==> src/rtl/serial_adder_if.sv <==
// Operand/result bundle for the bit-serial adder: the master supplies operands
// and a start request, the slave returns status and the registered result.
interface serial_adder_if #(
    parameter int WIDTH = 8
);
    logic             start;
    logic [WIDTH-1:0] a;
    logic [WIDTH-1:0] b;
    logic             cin;
    logic             busy;
    logic             done;
    logic [WIDTH-1:0] sum;
    logic             cout;

    modport master (
        output start, a, b, cin,
        input  busy, done, sum, cout
    );

    modport slave (
        input  start, a, b, cin,
        output busy, done, sum, cout
    );
endinterface

==> src/rtl/serial_adder.sv <==
// Bit-serial adder: one operand bit pair per clock, LSB first, through a single
// full-adder cell with a registered carry; the result is published once per add.
module serial_adder #(
    parameter int WIDTH = 8
) (
    input logic          clk,
    input logic          rst_n,
    serial_adder_if.slave bus
);
    localparam int CW = $clog2(WIDTH + 1);

    typedef enum logic [1:0] {
        IDLE  = 2'd0,
        SHIFT = 2'd1,
        DONE  = 2'd2
    } state_t;

    // Single-bit full-adder cell; returns {carry_out, sum}.
    function automatic logic [1:0] full_add(input logic x, input logic y, input logic ci);
        full_add = {(x & y) | (x & ci) | (y & ci), x ^ y ^ ci};
    endfunction

    state_t           state_r;
    state_t           state_next_s;
    logic [WIDTH-1:0] op_a_r;
    logic [WIDTH-1:0] op_b_r;
    logic [WIDTH-1:0] acc_r;
    logic [WIDTH-1:0] acc_shift_s;
    logic [WIDTH-1:0] sum_r;
    logic [CW-1:0]    cnt_r;
    logic [1:0]       fa_s;
    logic             carry_r;
    logic             cout_r;
    logic             busy_r;
    logic             done_r;
    logic             last_bit_s;

    // Full-adder evaluation, accumulator shift preview and next-state decode.
    always_comb begin
        state_next_s             = state_r;
        fa_s                     = full_add(op_a_r[0], op_b_r[0], carry_r);
        acc_shift_s              = acc_r >> 1;
        acc_shift_s[WIDTH-1]     = fa_s[0];
        last_bit_s               = (cnt_r == CW'(WIDTH - 1));
        case (state_r)
            IDLE: begin
                if (bus.start) begin
                    state_next_s = SHIFT;
                end else begin
                    state_next_s = IDLE;
                end
            end
            SHIFT: begin
                if (last_bit_s) begin
                    state_next_s = DONE;
                end else begin
                    state_next_s = SHIFT;
                end
            end
            DONE:    state_next_s = IDLE;
            default: state_next_s = IDLE;
        endcase
    end

    // State register.
    always_ff @(posedge clk or negedge rst_n) begin
        if (!rst_n) begin
            state_r <= IDLE;
        end else begin
            state_r <= state_next_s;
        end
    end

    // Operand capture, serial datapath and result publication.
    always_ff @(posedge clk or negedge rst_n) begin
        if (!rst_n) begin
            op_a_r  <= '0;
            op_b_r  <= '0;
            acc_r   <= '0;
            cnt_r   <= '0;
            carry_r <= 1'b0;
            sum_r   <= '0;
            cout_r  <= 1'b0;
        end else begin
            case (state_r)
                IDLE: begin
                    if (bus.start) begin
                        op_a_r  <= bus.a;
                        op_b_r  <= bus.b;
                        carry_r <= bus.cin;
                        acc_r   <= '0;
                        cnt_r   <= '0;
                    end
                end
                SHIFT: begin
                    acc_r   <= acc_shift_s;
                    carry_r <= fa_s[1];
                    op_a_r  <= op_a_r >> 1;
                    op_b_r  <= op_b_r >> 1;
                    cnt_r   <= cnt_r + CW'(1);
                    // The final bit lands in acc and sum on the same edge.
                    if (last_bit_s) begin
                        sum_r  <= acc_shift_s;
                        cout_r <= fa_s[1];
                    end
                end
                default: begin
                end
            endcase
        end
    end

    // Status flags registered from the next state so they track state_r exactly.
    always_ff @(posedge clk or negedge rst_n) begin
        if (!rst_n) begin
            busy_r <= 1'b0;
            done_r <= 1'b0;
        end else begin
            busy_r <= (state_next_s != IDLE);
            done_r <= (state_next_s == DONE);
        end
    end

    assign bus.busy = busy_r;
    assign bus.done = done_r;
    assign bus.sum  = sum_r;
    assign bus.cout = cout_r;
endmodule

==> src/flat_wrapper.sv <==
// flat-port wrapper written by rule: the top's interface ports become plain ports
module serial_adder_flat 
#(
    parameter int WIDTH = 8
)
  (clk, rst_n, bus_start, bus_a, bus_b, bus_cin, bus_busy, bus_done, bus_sum, bus_cout);
  serial_adder_if #(.WIDTH(WIDTH)) bus_i ();
  input logic clk;
  input logic rst_n;
  input wire logic [$bits(bus_i.start)-1:0] bus_start;
  input wire logic [$bits(bus_i.a)-1:0] bus_a;
  input wire logic [$bits(bus_i.b)-1:0] bus_b;
  input wire logic [$bits(bus_i.cin)-1:0] bus_cin;
  output wire logic [$bits(bus_i.busy)-1:0] bus_busy;
  output wire logic [$bits(bus_i.done)-1:0] bus_done;
  output wire logic [$bits(bus_i.sum)-1:0] bus_sum;
  output wire logic [$bits(bus_i.cout)-1:0] bus_cout;
  assign bus_i.start = bus_start;
  assign bus_i.a = bus_a;
  assign bus_i.b = bus_b;
  assign bus_i.cin = bus_cin;
  assign bus_busy = bus_i.busy;
  assign bus_done = bus_i.done;
  assign bus_sum = bus_i.sum;
  assign bus_cout = bus_i.cout;
  serial_adder #(.WIDTH(WIDTH)) u_core (.clk(clk), .rst_n(rst_n), .bus(bus_i));
endmodule
==> config.mk <==
export PLATFORM = sky130hd
export DESIGN_NAME = serial_adder_flat
export DESIGN_NICKNAME = d
export VERILOG_FILES = /design/src/rtl/serial_adder_if.sv /design/src/rtl/serial_adder.sv /design/src/flat_wrapper.sv
export SDC_FILE = /design/constraint.sdc
export NUM_CORES = 1
export LEC_CHECK = 0
export BUFFER_PORTS_ARGS = -buffer_cell sky130_fd_sc_hd__clkbuf_2
export CAP_MARGIN = 10
export CORE_UTILIZATION = 45
export CTS_CLUSTER_DIAMETER = 100
export DETAILED_ROUTE_END_ITERATION = 8
export GPL_ROUTABILITY_DRIVEN = 0
export HOLD_SLACK_MARGIN = 0.1
export PLACE_DENSITY = 0.67
export SYNTH_ARGS = -nofsm -noshare
export SYNTH_HDL_FRONTEND = slang
export SYNTH_SLANG_ARGS = --single-unit
export TNS_END_PERCENT = 100
==> constraint.sdc <==
create_clock -name clk -period 3.1 [get_ports clk]
set_clock_uncertainty 0.15 [all_clocks]
set_input_delay 0.31 -clock clk [delete_from_list [all_inputs] [get_ports clk]]
set_output_delay 0.31 -clock clk [all_outputs]
set_load 0.02 [all_outputs]
* Yosys cells after proc, flatten, opt, wreduce, memory -nomap -nowiden *
Cells that the tools add are included.

storage, ports and cells
  flip-flop bits (word level) = 42
  bits in latches = 0
  RAM bits = 0
  ROM bits = 0
  input bits = 20
  output and inout bits = 11
  word-level logic and storage cells = 40
  memories kept = 0

operators by class
  add/sub/neg operators = 1
  multiply operators = 0
  divide/modulo/power cells = 0
  magnitude comparators = 0
  equality and inequality tests = 4
  shift-type cells = 0
  mux-type cells = 13
  bitwise operators = 7
  reductions and logical operators = 5

operator list
  operator                                                                count
  8-bit one-hot mux with 2 select lines                                   3
  8-bit 2-to-1 mux                                                        3
  4-bit one-hot mux with 2 select lines                                   1
  4-bit by 1-bit adder with 4-bit output (second input constant)          1
  4-bit by 3-bit equality test with 1-bit output (second input constant)  1
  4-bit 2-to-1 mux                                                        1
  2-bit one-hot mux with 2 select lines                                   1
  2-bit AND reduction                                                     2
  2-bit nonzero test                                                      2
  1-bit bitwise AND                                                       3
  2-bit by 1-bit equality test with 1-bit output (second input constant)  1
  2-bit equality test (second input constant)                             1
  2-bit logical NOT                                                       1
  1-bit 2-to-1 mux                                                        2
  2-bit 2-to-1 mux                                                        1
  2-bit inequality test (second input constant)                           1
  1-bit bitwise OR                                                        2
  1-bit one-hot mux with 2 select lines                                   1
  1-bit bitwise XOR                                                       2

* Depth between registers and ports, before layout *
Gate-level depths: netlist of run 1.

  depth in word-level cells = 4
  mapped depth = 4
  mapped depth without buffers = 4

* Worst setup path before layout of run 1 *
No wires, ideal clock.

  path type = register to register
  start = reg u_core.cnt_r[0]
  end = reg u_core.cout_r (netlist: u_core.bus.cout)
  setup time = 125 ps
  data arrival time = 1358 ps
  required time = 2825 ps
  path slack = 1467 ps
  stages on the path, launching flop included = 5
  path buffers = 0
  period minus slack after synthesis = 1633 ps
  cell sequence = dfrtp_1 ha_1 nand2_2 nor3_4 mux2_2

between the ends
  longest elaborated chain between the ends = 2

RTL lines
  element                                         RTL line             source
  start, declared                                 serial_adder.sv:30   logic [CW-1:0] cnt_r;
  start signal, assigned                          serial_adder.sv:100  cnt_r <= cnt_r + CW'(1);
  4-bit by 3-bit equality test with 1-bit output  serial_adder.sv:44   last_bit_s = (cnt_r == CW'(WIDTH - 1));
  2-bit AND reduction (no line)                   -
  end signal, assigned                            serial_adder.sv:104  cout_r <= fa_s[1];
  end, declared                                   serial_adder.sv:33   logic cout_r;

Every way passes these cells.
A chain may end at the register's enable or synchronous reset.

* Worst setup path in the final report of run 1 *
  start = reg u_core.state_r[0]
  end = reg u_core.sum_r[4] (netlist: u_core.bus.sum[4])

between the ends
  longest elaborated chain between the ends = 2

RTL lines
  element                                         RTL line             source
  start, declared                                 serial_adder.sv:23   state_t state_r;
  start signal, assigned                          serial_adder.sv:70   state_r <= state_next_s;
  2-bit by 1-bit equality test with 1-bit output  serial_adder.sv:85   case (state_r)
  2-bit AND reduction (no line)                   -
  end signal, assigned                            serial_adder.sv:103  sum_r <= acc_shift_s;
  end, declared                                   serial_adder.sv:29   logic [WIDTH-1:0] sum_r;

Every way passes these cells.

==> results.rst, run 1 <==
.. list-table::
   :header-rows: 1

   * - Metric
     - Value
   * - Layout overhead on the synthesized area
     - 17.29%
   * - Final count of negative-setup-slack endpoints
     - 0
   * - Resized Gates After CTS
     - 0
   * - Total wire length after detailed routing
     - roughly 3200 um
   * - Buffers from clock root to sink, at most
     - 2
   * - Worst Setup Path Type
     - reg2reg
   * - Max-slew violation total from the final report
     - 0
   * - Area enclosed by the die boundary
     - 4011 sq um
   * - Via count
     - about 1200
   * - CTS Root Cell
     - sky130_fd_sc_hd__clkbuf_8
   * - X dimension of the die
     - 63.34 um
   * - Placed inst area
     - between 1500 and 2000 sq um
   * - Cell-by-cell listing of the critical path
     - nand2b_1 > nor3_4 > mux2_2
   * - Footprint of the multi-input gates
     - around 620 sq um
   * - Height of the die
     - 63.34 um
   * - Highest clock rate
     - ~460 MHz
   * - H-tree level count
     - 2
   * - Share of the synthesized area in the top cell type
     - 0.6061
   * - Post-synthesis async set-or-reset flop share
     - 1.000
   * - Number of endpoints with negative hold slack in the final report
     - 0
   * - Vias in the first global route
     - around 1300
   * - Yosys warning total
     - 0
   * - Highest ir drop seen on vdd
     - 0.4059 mV
   * - Met1 layer usage reported by global route
     - 0.2194
   * - Most numerous cell in the Yosys netlist
     - sky130_fd_sc_hd__dfrtp_1
   * - CTS tree
     - built
   * - Hold WS
     - roughly 0.16 ns
   * - Clock Sink Count
     - between 40 and 50
   * - Top cells by area, synth
     - sky130_fd_sc_hd__dfrtp_1 (61%), sky130_fd_sc_hd__mux2_2 (6.7%), sky130_fd_sc_hd__a22oi_1 (6.2%), sky130_fd_sc_hd__a22o_1 (5.2%), sky130_fd_sc_hd__o21ai_0 (4.4%)
   * - Critical path endpoint category
     - flip-flop
   * - Fin nets
     - 194
   * - Worst Path Arrival
     - between 2 and 2.5 ns
   * - Detail Placement HPWL
     - 2148 um
   * - Number of enable-type register cells in the synthesized netlist
     - 0
   * - Initial antenna violation count
     - 0
   * - Initial core utilization
     - 0.4881
   * - Pleak
     - ~0.94 nW
   * - Number of port buffers
     - 30
   * - Setup fix buffers added after clock tree synthesis
     - 0
   * - Ratio of cells with drive above 1 in the final layout
     - 0.3006
   * - Global-route met2 utilization
     - 0.3098
   * - Maximum Capacitance Violations
     - 0
   * - Overall routing resource usage
     - 0.1866
   * - Global-route wire length before repair
     - between 5000 and 6000 um
   * - Routed vias/inst
     - approximately 5.5
   * - Slew at the pin with the worst max-slew slack
     - between 0.9 and 1 ns
   * - Syn Nets
     - 161
   * - Part of the Yosys area used for sequential elements
     - 0.6061
   * - Outcome
     - finished, final reports clean
   * - GR peak layer
     - met2
   * - Global-route met3 utilization
     - 0.06703
   * - Clock period minus final worst setup slack
     - 2.157 ns
   * - Number of placement rows
     - 21
   * - Area of the placeable core
     - roughly 3500 sq um
   * - Top flip-flop cell by instance count after synthesis
     - sky130_fd_sc_hd__dfrtp_1
   * - Latest clock arrival within the worst-skew pair
     - slightly below 0.3 ns
   * - Mean cell area of the mapped netlist
     - around 12 sq um
   * - CP max stage delay
     - 0.82 ns
   * - Area of all placed cells without fillers
     - approximately 2000 sq um
   * - Instance count of the mapped netlist
     - roughly 140
   * - Total power consumption of the routed design
     - ~0.0018 W
   * - Count of routing violations after the opening detailed-route iteration
     - 66
   * - RSZ-0062 raised after global routing
     - false
   * - Number of placed I/O pins
     - 31
   * - Post-synth top cells
     - sky130_fd_sc_hd__dfrtp_1 (41), sky130_fd_sc_hd__nand2_1 (16), sky130_fd_sc_hd__o21ai_0 (15)
   * - Area leader, netlist
     - sky130_fd_sc_hd__dfrtp_1
   * - Clock transition time at the flip-flop clock pins of the worst setup and hold paths
     - approximately 0.070 ns
   * - Final Cycle Share
     - 0.6959
   * - DRC violations left
     - 0
   * - CP max-delay cell
     - sky130_fd_sc_hd__dfrtp_1
   * - Number of antenna diodes
     - 0
   * - Number of antenna-violating nets in the routed design
     - 0
   * - Number of buffers inserted by hold repair at cts
     - 3
   * - CP required
     - between 3 and 4 ns
   * - Power Dens Cells
     - just under 900 nW/um^2
   * - Overflow left after global routing
     - 0
   * - Path category of the worst min-delay check
     - in2reg
   * - Number of synthesized register bits
     - 41
   * - Maximum number of pins on one net before global-route repair
     - 42
   * - 1st-pass router iterations
     - 4
   * - Area of all sequential standard cells
     - 1026 sq um
   * - Maximum net fanout on the critical path
     - 23
   * - Startpoint type of the worst setup path
     - flip-flop
   * - Number of distinct library cells after synthesis
     - 26
   * - Worst slew margin relative to its limit
     - 0.3458
   * - Cell area after technology mapping
     - approximately 1700 sq um
   * - Setup TNS
     - 0 ns
   * - Number of buffers created by CTS
     - 5
   * - Number of filler instances in the final layout
     - 317
   * - Routed length per placed instance
     - around 15 um
-- worst max-delay path: cells and delay by family (launching register included) --
family,cells,cell delay [ns]
multiplexers,1,0.39
AND/OR/NAND/NOR,2,0.68
flip-flops,1,0.82
-- stage by stage --
step                        util  std cells  setup slack, ns
after CTS                 0.5725        219           0.9194
final                     0.5725        219           0.9427
after detailed placement  0.5400        208           0.9388
after floorplan                -        139            1.467
after global routing      0.5725        219           0.8070
after global placement    0.5400        208            1.003
-- cell usage in the layout, fill, tap and decap left out, types with 3 or more instances in the layout --
| cell | count |
|---|---|
| sky130_fd_sc_hd__o21ai_0 | 15 |
| sky130_fd_sc_hd__a22oi_1 | 14 |
| sky130_fd_sc_hd__nand2_1 | 16 |
| sky130_fd_sc_hd__clkbuf_8 | 5 |
| sky130_fd_sc_hd__dfrtp_1 | 41 |
| sky130_fd_sc_hd__mux2_2 | 10 |
| sky130_fd_sc_hd__clkbuf_2 | 30 |
| sky130_fd_sc_hd__dlygate4sd3_1 | 3 |
| sky130_fd_sc_hd__a22o_1 | 10 |
-- routing by layer --
layer  vias to the layer above  routed length, um
met1                       603               1443
met5                         -                  0
met2                        24               1544
li1                        576                  -
met3                         5                156
met4                         0                 48
-- cell type report --
cell class / count / area share
Sequential cell: 41 / 0.5167
Multi-Input combinational cell: 88 / 0.3144
Timing Repair Buffer: 34 / 0.09452
Clock buffer: 6 / 0.03655
Tap cell: 46 / 0.02899
Clock inverter: 2 / 0.005041
Inverter: 2 / 0.003781
-- worst paths after layout --
| path | cells past startpoint | slack (ns) | startpoint | end |
|---|---|---|---|---|
| max | 3 | 0.94 | u_core.state_r[0] | u_core.bus.sum[4] |
| max in group asynchronous | 2 | 1.64 | rst_n | u_core.acc_r[4] |
| min | 3 | 0.16 | bus_a[5] | u_core.op_a_r[5] |
| min in group asynchronous | 2 | 0.56 | rst_n | u_core.cnt_r[2] |
| max reg2reg | 3 | 0.94 | u_core.state_r[0] | u_core.bus.sum[4] |
| min reg2reg | 2 | 0.33 | u_core.op_b_r[1] | u_core.op_b_r[1] |
-- cells by family (layout without fill, tap and decap cells) --
logic type               Yosys count  after routing  synth area share
AND/OR/NAND/NOR                   28             28           0.08131
AO/OA/AOI/OAI                     48             48            0.2018
adder cells (fa/ha/maj)            2              2           0.01922
multiplexers                      10             10           0.06652
flip-flops                        41             41            0.6061
buffers and inverters             10             44           0.02513
-- sequential cells by signal, indices dropped and copies added, names as in the netlist --
signal           cells
u_core.op_b_r        8
u_core.bus.cout      1
u_core.acc_r         7
u_core.op_a_r        8
u_core.carry_r       1
u_core.bus.sum       8
u_core.state_r       2
u_core.cnt_r         4
u_core.bus.done      1
u_core.bus.busy      1
-- where the power goes --
part           switching [W]  internal [W]  leakage, nW  total (W)
Combinational       0.000275      0.000257        0.367   0.000533
Clock               0.000175      0.000156       0.0450   0.000331
Sequential          0.000168      0.000720        0.532   0.000888
Power figures use the tool's default switching activity.
==> inputs of run 2 (changes only) <==
==> constraint.sdc (replaced) <==
create_clock -name clk -period 2.25 [get_ports clk]
set_clock_uncertainty 0.15 [all_clocks]
set_input_delay 0.225 -clock clk [delete_from_list [all_inputs] [get_ports clk]]
set_output_delay 0.225 -clock clk [all_outputs]
set_load 0.02 [all_outputs]
==> results.rst, run 2 (synthesis gave the netlist of run 1 again) <==
.. list-table::
   :header-rows: 1

   * - Metric
     - Value
   * - Routed vias/inst
     - ~5.4
   * - Maximum Capacitance Violations
     - 0
   * - Internal power
     - 0.001595 W
   * - Count of routing violations after the opening detailed-route iteration
     - between 100 and 150
   * - Worst Setup Path Type
     - reg2reg
   * - Reg-to-reg startpoint
     - u_core.state_r[0]
   * - X dimension of the die
     - approximately 63 um
   * - Highest ir drop seen on vdd
     - about 0.61 mV
   * - Crit path setup slack, layout
     - 0.3867 ns
   * - Power Dens Cells
     - around 1200 nW/um^2
   * - Net load switching power
     - approximately 0.00086 W
   * - CP required
     - 2.27 ns
   * - FF-to-FF End
     - u_core.bus.sum[3]
   * - Startpoint type of the worst setup path
     - flip-flop
   * - Worst slew margin relative to its limit
     - 0.4658
   * - Area of the placeable core
     - between 3000 and 4000 sq um
   * - Pleak
     - approximately 1 nW
   * - Number of placed I/O pins
     - 31
   * - Buffers from clock root to sink, at most
     - 2
   * - Worst Path Arrival
     - 1.89 ns
   * - 1st-pass router iterations
     - 4
   * - Final count of negative-setup-slack endpoints
     - 0
   * - CTS tree
     - built
   * - Cell-by-cell listing of the critical path
     - nand2b_1 > nor3_4 > mux2_2
   * - Slew at the pin with the worst max-slew slack
     - approximately 0.8 ns
   * - Most frequent cells in the layout
     - sky130_fd_sc_hd__dfrtp_1 (41), sky130_fd_sc_hd__clkbuf_2 (30), sky130_fd_sc_hd__nand2_1 (16)
   * - R2r setup slk
     - ~0.39 ns
   * - Clock Sink Count
     - 41
   * - Detail Placement HPWL
     - ~2300 um
   * - Routed length per placed instance
     - ~15 um
   * - Number of antenna-violating nets in the routed design
     - 0
   * - Overflow left after global routing
     - 0
   * - Maximum number of pins on one net before global-route repair
     - 22
   * - Area of all sequential standard cells
     - between 1000 and 1500 sq um
   * - Fin nets
     - just over 200
   * - Number of filler instances in the final layout
     - between 300 and 400
   * - Layout overhead on the synthesized area
     - 23.50%
   * - Part of the power in registers
     - 0.488
   * - RSZ-0062 raised after global routing
     - false
   * - Vias in the first global route
     - around 1300
   * - Relative contribution of combinational cells to total power
     - 0.328
   * - Start point of the worst min-delay path
     - bus_b[4]
   * - Commonest non-fill, non-tap cell in the layout
     - sky130_fd_sc_hd__dfrtp_1
   * - Number of endpoints with negative hold slack in the final report
     - 0
   * - DRC violations left
     - 0
   * - Resized Gates After CTS
     - 0
   * - Via count
     - around 1200
   * - Crit path buf inv count
     - 0
   * - Footprint of the multi-input gates
     - 624.3 sq um
   * - Clock power frac
     - 0.184
   * - H-tree level count
     - 2
   * - Maximum net fanout on the critical path
     - 13
   * - Largest delay contributor family on the critical path
     - flip-flops
   * - Latest clock arrival within the worst-skew pair
     - approximately 0.29 ns
   * - Initial antenna violation count
     - 0
   * - Number of port buffers
     - 30
   * - Total power consumption of the routed design
     - 0.002458 W
   * - CP max stage delay
     - around 0.6 ns
   * - Number of cells on the worst reg-to-reg path
     - 3
   * - Critical path endpoint category
     - flip-flop
   * - Setup fix buffers added after clock tree synthesis
     - 0
   * - Highest clock rate
     - roughly 540 MHz
   * - Total wire length after detailed routing
     - between 3000 and 4000 um
   * - Ratio of cells with drive above 1 in the final layout
     - 0.3135
   * - CP max-delay cell
     - sky130_fd_sc_hd__dfrtp_1
   * - Global-route wire length before repair
     - roughly 5900 um
   * - Outcome
     - finished, final reports clean
   * - Total stage count of the critical path
     - 3
   * - Number of antenna diodes
     - 0
   * - Number of buffers inserted by hold repair at cts
     - 9
   * - Area enclosed by the die boundary
     - approximately 4000 sq um
   * - Worst Hold Path EP
     - u_core.op_b_r[4]
   * - Path category of the worst min-delay check
     - in2reg
   * - Setup TNS
     - 0 ns
   * - Minimum setup slack after placement
     - about 0.39 ns
   * - Cell count of the worst hold path
     - 3
   * - Height of the die
     - 63.34 um
   * - CTS Root Cell
     - sky130_fd_sc_hd__clkbuf_8
   * - Fraction of power spent switching nets
     - 0.3510
   * - Number of buffers created by CTS
     - 5
   * - Max-slew violation total from the final report
     - 0
   * - Initial core utilization
     - 0.4881
   * - Number of placement rows
     - 21
   * - Overall routing resource usage
     - 0.1963
   * - Final Cycle Share
     - 0.8281
   * - Clock period minus final worst setup slack
     - 1.863 ns
   * - Clock transition time at the flip-flop clock pins of the worst setup and hold paths
     - roughly 0.08 ns
## run 2: cell count changes in the layout (fill, tap and decap cells not counted)
cell,change
sky130_fd_sc_hd__buf_4,+6
sky130_fd_sc_hd__dlygate4sd3_1,+6
## run 2: metrics by stage
step                      cell area, sq um  utilization  std cells  hold WS (ns)
after global routing                  2091       0.6028        231        0.1193
after CTS                             2091       0.6028        231        0.1011
final                                 2091       0.6028        231        0.1003
after floorplan                       1693            -        139       -0.2206
after detailed placement              1918       0.5530        214      -0.06603
after global placement                1918       0.5530        214      -0.07618
## run 2: routing by layer
metal | vias up | part of all wire | global-route usage
met3 | 4 | 0.040 | 0.03804
li1 | 598 | - | -
met5 | - | 0 | 0
met2 | 33 | 0.48 | 0.2992
met4 | 0 | 0.017 | 0.1023
met1 | 609 | 0.46 | 0.2647
## run 2: area by class of cell
type	instances	share of cell area
multi-input combinational	88	0.2986
clock inverter	2	0.004788
clock buffer	6	0.03471
timing repair buffer	46	0.1400
inverter	2	0.003591
sequential	41	0.4907
tap	46	0.02753
## run 2: power by group through the flow
stage          registers [W]  logic [W]  clock network (W)
3_5_place_dp         0.00121   0.000799                  0
5_1_grt              0.00124   0.000894           0.000501
4_1_cts              0.00120   0.000815           0.000464
3_3_place_gp         0.00120   0.000776                  0
2_1_floorplan        0.00124   0.000503                  0
6_report             0.00120   0.000806           0.000452
## run 2: worst max path at each step
stage                           start           endpoint  slack, ns
finish              u_core.state_r[0]  u_core.bus.sum[3]       0.39
CTS                 u_core.state_r[0]  u_core.bus.sum[3]       0.38
detailed placement  u_core.state_r[0]  u_core.bus.sum[3]       0.39
floorplan             u_core.cnt_r[0]    u_core.bus.cout       0.62
global placement    u_core.state_r[0]  u_core.bus.sum[4]       0.46
global route        u_core.state_r[0]   u_core.op_b_r[3]       0.26
## run 2: worst min-delay path: cells and delay by family
family          cells  cell delay [ns]
compound gates      2             0.19
buf+inv             1             0.08
==> inputs of run 3 (changes only) <==
--- a/config.mk
+++ b/config.mk
@@ -12,7 +12,7 @@
 export DETAILED_ROUTE_END_ITERATION = 8
 export GPL_ROUTABILITY_DRIVEN = 0
 export HOLD_SLACK_MARGIN = 0.1
-export PLACE_DENSITY = 0.67
+export PLACE_DENSITY = 0.69
 export SYNTH_ARGS = -nofsm -noshare
 export SYNTH_HDL_FRONTEND = slang
 export SYNTH_SLANG_ARGS = --single-unit
==> constraint.sdc (replaced) <==
create_clock -name clk -period 1.53 [get_ports clk]
set_clock_uncertainty 0.15 [all_clocks]
set_input_delay 0.153 -clock clk [delete_from_list [all_inputs] [get_ports clk]]
set_output_delay 0.153 -clock clk [all_outputs]
set_load 0.02 [all_outputs]
==> results.rst, run 3 (synthesis gave the netlist of run 1 again) <==
.. list-table::
   :header-rows: 1

   * - Metric
     - Value
   * - Maximum Capacitance Violations
     - 0
   * - Pleak
     - 1.096 nW
   * - CP required
     - around 1.6 ns
   * - Number of placement rows
     - 21
   * - Outcome
     - complete, but fails checks
   * - H-tree level count
     - 2
   * - Overall routing resource usage
     - 0.2049
   * - CP max-delay cell
     - sky130_fd_sc_hd__dfrtp_1
   * - Initial core utilization
     - 0.4881
   * - CTS tree
     - built
   * - Buffers from clock root to sink, at most
     - 2
   * - Worst Path Arrival
     - ~1.6 ns
   * - Most frequent cells in the layout
     - sky130_fd_sc_hd__dfrtp_1 (41), sky130_fd_sc_hd__clkbuf_2 (30), sky130_fd_sc_hd__nand2_1 (16)
   * - Path category of the worst min-delay check
     - in2reg
   * - DRC violations left
     - 0
   * - Layout overhead on the synthesized area
     - 35.11%
   * - Start point of the worst min-delay path
     - bus_a[0]
   * - Number of buffers created by CTS
     - 5
   * - Placed inst area
     - a little over 2000 sq um
   * - Crit path setup slack, layout
     - -0.03148 ns
   * - Fin nets
     - between 200 and 250
   * - Number of placed I/O pins
     - 31
   * - Clock Sink Count
     - 41
   * - Post-Layout Cell Count
     - roughly 250
   * - Worst slew margin relative to its limit
     - 0.7346
   * - Routed length per placed instance
     - 15.00 um
   * - Maximum net fanout on the critical path
     - 10
   * - Source of the critical timing path
     - u_core.cnt_r[0]
   * - Clock period minus final worst setup slack
     - between 1.5 and 2 ns
   * - Setup fix buffers added after clock tree synthesis
     - 0
   * - 1st-pass router iterations
     - 5
   * - Number of endpoints with negative hold slack in the final report
     - 0
   * - Critical path endpoint category
     - flip-flop
   * - Total power consumption of the routed design
     - 0.003993 W
   * - Vias in the first global route
     - between 1000 and 1500
   * - Minimum setup slack after placement
     - -0.03476 ns
   * - Number of cells in the design after placement
     - between 200 and 250
   * - Startpoint type of the worst setup path
     - flip-flop
   * - Ratio of cells with drive above 1 in the final layout
     - 0.3467
   * - CTS Root Cell
     - sky130_fd_sc_hd__clkbuf_8
   * - Latest clock arrival within the worst-skew pair
     - about 0.29 ns
   * - Slew at the pin with the worst max-slew slack
     - between 0.3 and 0.4 ns
   * - X dimension of the die
     - 63.34 um
   * - Global-route wire length before repair
     - 6244 um
   * - Power Dens Cells
     - about 1700 nW/um^2
   * - Worst Setup Path Type
     - reg2reg
   * - Reg-to-reg startpoint
     - u_core.cnt_r[0]
   * - Maximum number of pins on one net before global-route repair
     - 28
   * - Clock transition time at the flip-flop clock pins of the worst setup and hold paths
     - roughly 0.080 ns
   * - Area of the placeable core
     - around 3500 sq um
   * - Max-slew violation total from the final report
     - 0
   * - Area enclosed by the die boundary
     - about 4000 sq um
   * - Routed vias/inst
     - roughly 5.5
   * - Initial antenna violation count
     - 0
   * - Final count of negative-setup-slack endpoints
     - 9
   * - Commonest non-fill, non-tap cell in the layout
     - sky130_fd_sc_hd__dfrtp_1
   * - Area of all placed cells without fillers
     - between 2000 and 2500 sq um
   * - Highest ir drop seen on vdd
     - around 0.84 mV
   * - Overflow left after global routing
     - 0
   * - Total wire length after detailed routing
     - between 3000 and 4000 um
   * - Cell-by-cell listing of the critical path
     - ha_4 > nand2_4 > nor3_4 > buf_12 > mux2_2
   * - Height of the die
     - roughly 63 um
   * - Number of port buffers
     - 30
   * - Via count
     - roughly 1400
   * - Final Cycle Share
     - 1.021
   * - Highest clock rate
     - 640.4 MHz
   * - Detail Placement HPWL
     - around 2500 um
   * - Failing checks
     - negative setup slack
   * - Count of routing violations after the opening detailed-route iteration
     - 65
   * - RSZ-0062 raised after global routing
     - true
   * - Number of antenna diodes
     - 0
   * - Number of antenna-violating nets in the routed design
     - 0
   * - CP max stage delay
     - ~0.41 ns
==> run 3: cell count changes in the layout (fill, tap and decap cells not counted), sizes merged <==
cell / before / now
buf: 7 / 15
dlygate4sd3: 9 / 15
clkbuf: 36 / 37
clkinv: 2 / 1
==> run 3: layout make-up <==
cell class | count | area [sq um]
Tap cell | 46 | 57.56
Timing Repair Buffer | 60 | 450.4
Fill cell | 280 | 1181
Clock buffer | 7 | 96.34
Clock inverter | 1 | 5.005
Sequential cell | 41 | 1026
Multi-Input combinational cell | 88 | 644.4
Inverter | 2 | 7.507
==> run 3: worst paths after layout <==
check / slack [ns] / cells after the start / to
max in group asynchronous: 0.59 / 3 / u_core.bus.sum[0]
min in group asynchronous: 0.16 / 2 / u_core.cnt_r[2]
worst max register to register: -0.03 / 5 / u_core.bus.sum[4]
worst min-delay path: 0.15 / 4 / u_core.op_a_r[0]
worst max-delay path: -0.03 / 5 / u_core.bus.sum[4]
worst min register to register: 0.33 / 2 / u_core.op_a_r[4]
==> run 3: critical path, delay by kind of cell, from the launching register on <==
kind	cells	cell delay (ns)
flops	1	0.41
buf+inv	1	0.16
fa+ha+maj	1	0.17
simple gates	2	0.22
mux	1	0.33
==> run 3: per-stage QoR <==
stage,TNS [ns],util,hold slack (ns)
final,-0.2367,0.6595,0.1471
after global routing,-0.6708,0.6595,0.1753
after CTS,-0.3850,0.6558,0.1361
after detailed placement,-0.2650,0.5819,-0.04881
after global placement,0,0.5819,-0.05236
after floorplan,-0.4754,-,-0.2926
==> run 3: routing by layer <==
layer | track usage | part of all wire | vias to the layer above | routed length (um)
met5 | 0 | 0 | - | 0
met1 | 0.2574 | 0.46 | 677 | 1683
li1 | - | - | 623 | -
met3 | 0.05254 | 0.042 | 10 | 154
met4 | 0.07102 | 0.018 | 0 | 67
met2 | 0.3404 | 0.48 | 45 | 1771
==> run 3: what timing repair did <==
item,in CTS,in global routing
endpoints found under the hold margin,55,0
hold buffers,15,0
gates resized for setup,1,5
endpoints found under the setup margin,9,19
==> run 3: power by group <==
part	internal [W]	leakage (nW)	total (W)	switching (W)
clock	0.000408	0.0542	0.000770	0.000363
sequential	0.00146	0.532	0.00174	0.000275
combinational	0.000750	0.509	0.00149	0.000737
total	0.00262	1.10	0.00399	0.00138
